**config.mk**
```make
export PLATFORM = sky130hd
export DESIGN_NAME = decoder
export DESIGN_NICKNAME = d
export VERILOG_FILES = /design/src/rtl/decoder.sv
export SDC_FILE = /design/constraint.sdc
export NUM_CORES = 1
export LEC_CHECK = 0
export CAP_MARGIN = 25
export CORE_MARGIN = 2
export CORE_UTILIZATION = 40
export DETAILED_ROUTE_END_ITERATION = 16
export PLACE_DENSITY_LB_ADDON = 0.3
export SLEW_MARGIN = 20
export SYNTH_ARGS = -nofsm -noshare
export SYNTH_HDL_FRONTEND = slang
export SYNTH_SLANG_ARGS = --single-unit
export TNS_END_PERCENT = 5
```
**constraint.sdc**
```tcl
create_clock -name clk -period 0.8 [get_ports clk]
set_input_delay 0.16 -clock clk [delete_from_list [all_inputs] [get_ports clk]]
set_output_delay 0.16 -clock clk [all_outputs]
set_load 0.02 [all_outputs]
```
**src/rtl/decoder.sv**
```systemverilog
// Registered binary-to-one-hot decoder with enable; turns an index into a select vector
// one cycle later, cleared asynchronously by rst_n.
module decoder #(
  parameter int Input_size = 5
) (
  input  logic                       clk,
  input  logic                       rst_n,
  input  logic [Input_size-1:0]      in,
  input  logic                       en,
  output logic [(1<<Input_size)-1:0] out
);

  localparam int OUT_W = 1 << Input_size;

  logic [OUT_W-1:0] out_d;
  logic [OUT_W-1:0] out_q;

  always_comb begin
    out_d = '0;
    if (en) out_d[in] = 1'b1;
  end

  // Output register: no hold mode, every edge loads the freshly decoded value
  always_ff @(posedge clk or negedge rst_n) begin
    if (!rst_n) out_q <= '0;
    else        out_q <= out_d;
  end

  assign out = out_q;

endmodule

```
==> qor.csv <==
metric,value,unit
outcome,"finished, violations left",
violations,setup timing,
drtIter0Drc,1,
area_growth,49.7,%
grt_remaining_overflow,0,
p_leak,0.837,nW
synthCells,79,
synth_cell_types,10,
portBuffers,39,
tritoncts,done,
final_util,63.1,%
crit_path_end_kind,output pin,
cts_htree_levels,2,
finalHoldViolations,0,
drt_wl_total,2.13,mm
num_rows,18,
worst_slack,-0.205,ns
cts_num_sinks,32,
yosysTopAreaCell,dfrtp_1,
largest_reg_flops,32,
most-common-layout-cells,"dfrtp_1 (32), nor2_1 (30), buf_2 (22)",
crit_type,reg2out,
synth_seq_cells,32,
syn_nets,87,
max_slew_margin,86.8,%
ir_drop,0.00140,V
layout-drive-gt1-share,41.9,%
drv_cap,0,
layout_commonest_cell,dfrtp_1,
slew_violations,0,
setup_violations,36,
startpoint_type,flop,
start_util,42.2,%
hpwl,1.44,mm
slowest_delay,0.39,ns
num_vias,736,
numCtsBuffers,5,
critPathTopFamily,flip-flops,
grt_max_degree,33,
power,2.64,mW
firstDrtPassIters,2,
gp_congestion,0.806,
place_area,0.00153,mm2
dieArea,0.00301,mm2
fin_crit_sh,126,%
syn_avg_cell_area,13.1,um2
worstPathRequired,0.64,ns
timing.hold.ws,0.201,ns
rsz0062_at_grt,true,
finalCriticalPeriod,1.00,ns
antenna_found_initial,0,
path_cells,buf_6,
postCtsSetupRepairBufs,0,
track_usage,16.9,%
fin_setup_tns,-6.21,ns
antennaDiodeCount,0,
yosysTopAreaCellShare,77.4,%
powerDensity,1700,mW/mm2
hold_path_class,in2reg,
synth_area_leaders,"dfrtp_1 (77%), nor2_1 (12%), nand4bb_1 (3.3%)",
postRouteAntennaNets,0,
path_max_fanout,1,
clkTransAtPathRegs,0.09,ns
drc_errors,0,
crit_arrival,0.84,ns
via_per_inst,4.63,
wire_per_inst,13.4,um
die_h,54.9,um
ioPinCount,40,
synthesis.area,0.00103,mm2
critPathSlowestCell,dfrtp_1,
clock.fmax,0.995,GHz
fin_nets,139,
num-fill-cells,219,
cts_root_buf,clkbuf_4,
design_area,0.00155,mm2
core,0.00245,mm2
die_w,54.9,um
yosysWarnings,0,
seq_area_frac_synth,77.4,%
ctsLongestPathBuffers,2,
grt_pass1_wl,3.28,mm
crit_buf_inv,1,
grt_pass1_vias,701,
tightest_slew,0.198,ns
final cells by class:
class                      instances  area (um2)  area share (%)
tap                               30        37.5            2.42
multi-input combinational         44         282            18.2
timing repair buffer              48         392            25.3
clock buffer                       5        37.5            2.42
sequential                        32         801            51.7
kinds of logic after synthesis:
family                 share of synthesized area, %
buffers and inverters                          1.09
flip-flops                                     77.4
AND/OR/NAND/NOR                                21.5
Yosys cell counts:
cell and instances:
or4b_4 1, or2_2 1, dfrtp_1 32, nand4b_1 3, nand4bb_1 3, nand2b_1 2
nor2_1 32, nand2_1 1, nand4_1 1, clkbuf_1 3
metal layers:
layer  track usage (%)  wire, um  vias up
met2              26.0      1060       27
met3              6.56       147        4
met4              8.75        20        0
met1              20.5       895      351
met5                 0         0        -
li1                  -         -      354
what timing repair did:
item | in CTS | in global routing
setup endpoints to repair | 64 | 63
resized for setup | 147 | 18
pin swaps | 14 | 3
hold buffers | 0 | 0
per-stage QoR:
step	instances	setup slack, ns
final	159	-0.205
after global routing	159	-0.242
after CTS	159	-0.224
after detailed placement	154	-0.546
after global placement	154	-0.513
after floorplan	79	-0.0517
power by group:
part	leakage [nW]	internal (mW)	switching [mW]
registers	0.445	1.63	0.00453
logic	0.368	0.118	0.145
clock network	0.0230	0.293	0.448
final timing paths:
path,start,cells after the start,slack (ns),endpoint
max in group asynchronous,rst_n,2,0.40,out[27]$_DFF_PN0_
worst min-delay path,in[1],3,0.20,out[0]$_DFF_PN0_
worst max-delay path,out[9]$_DFF_PN0_,1,-0.20,out[9]
min in group asynchronous,rst_n,2,0.23,out[9]$_DFF_PN0_
No activity file was read; power rests on OpenSTA's default activity.
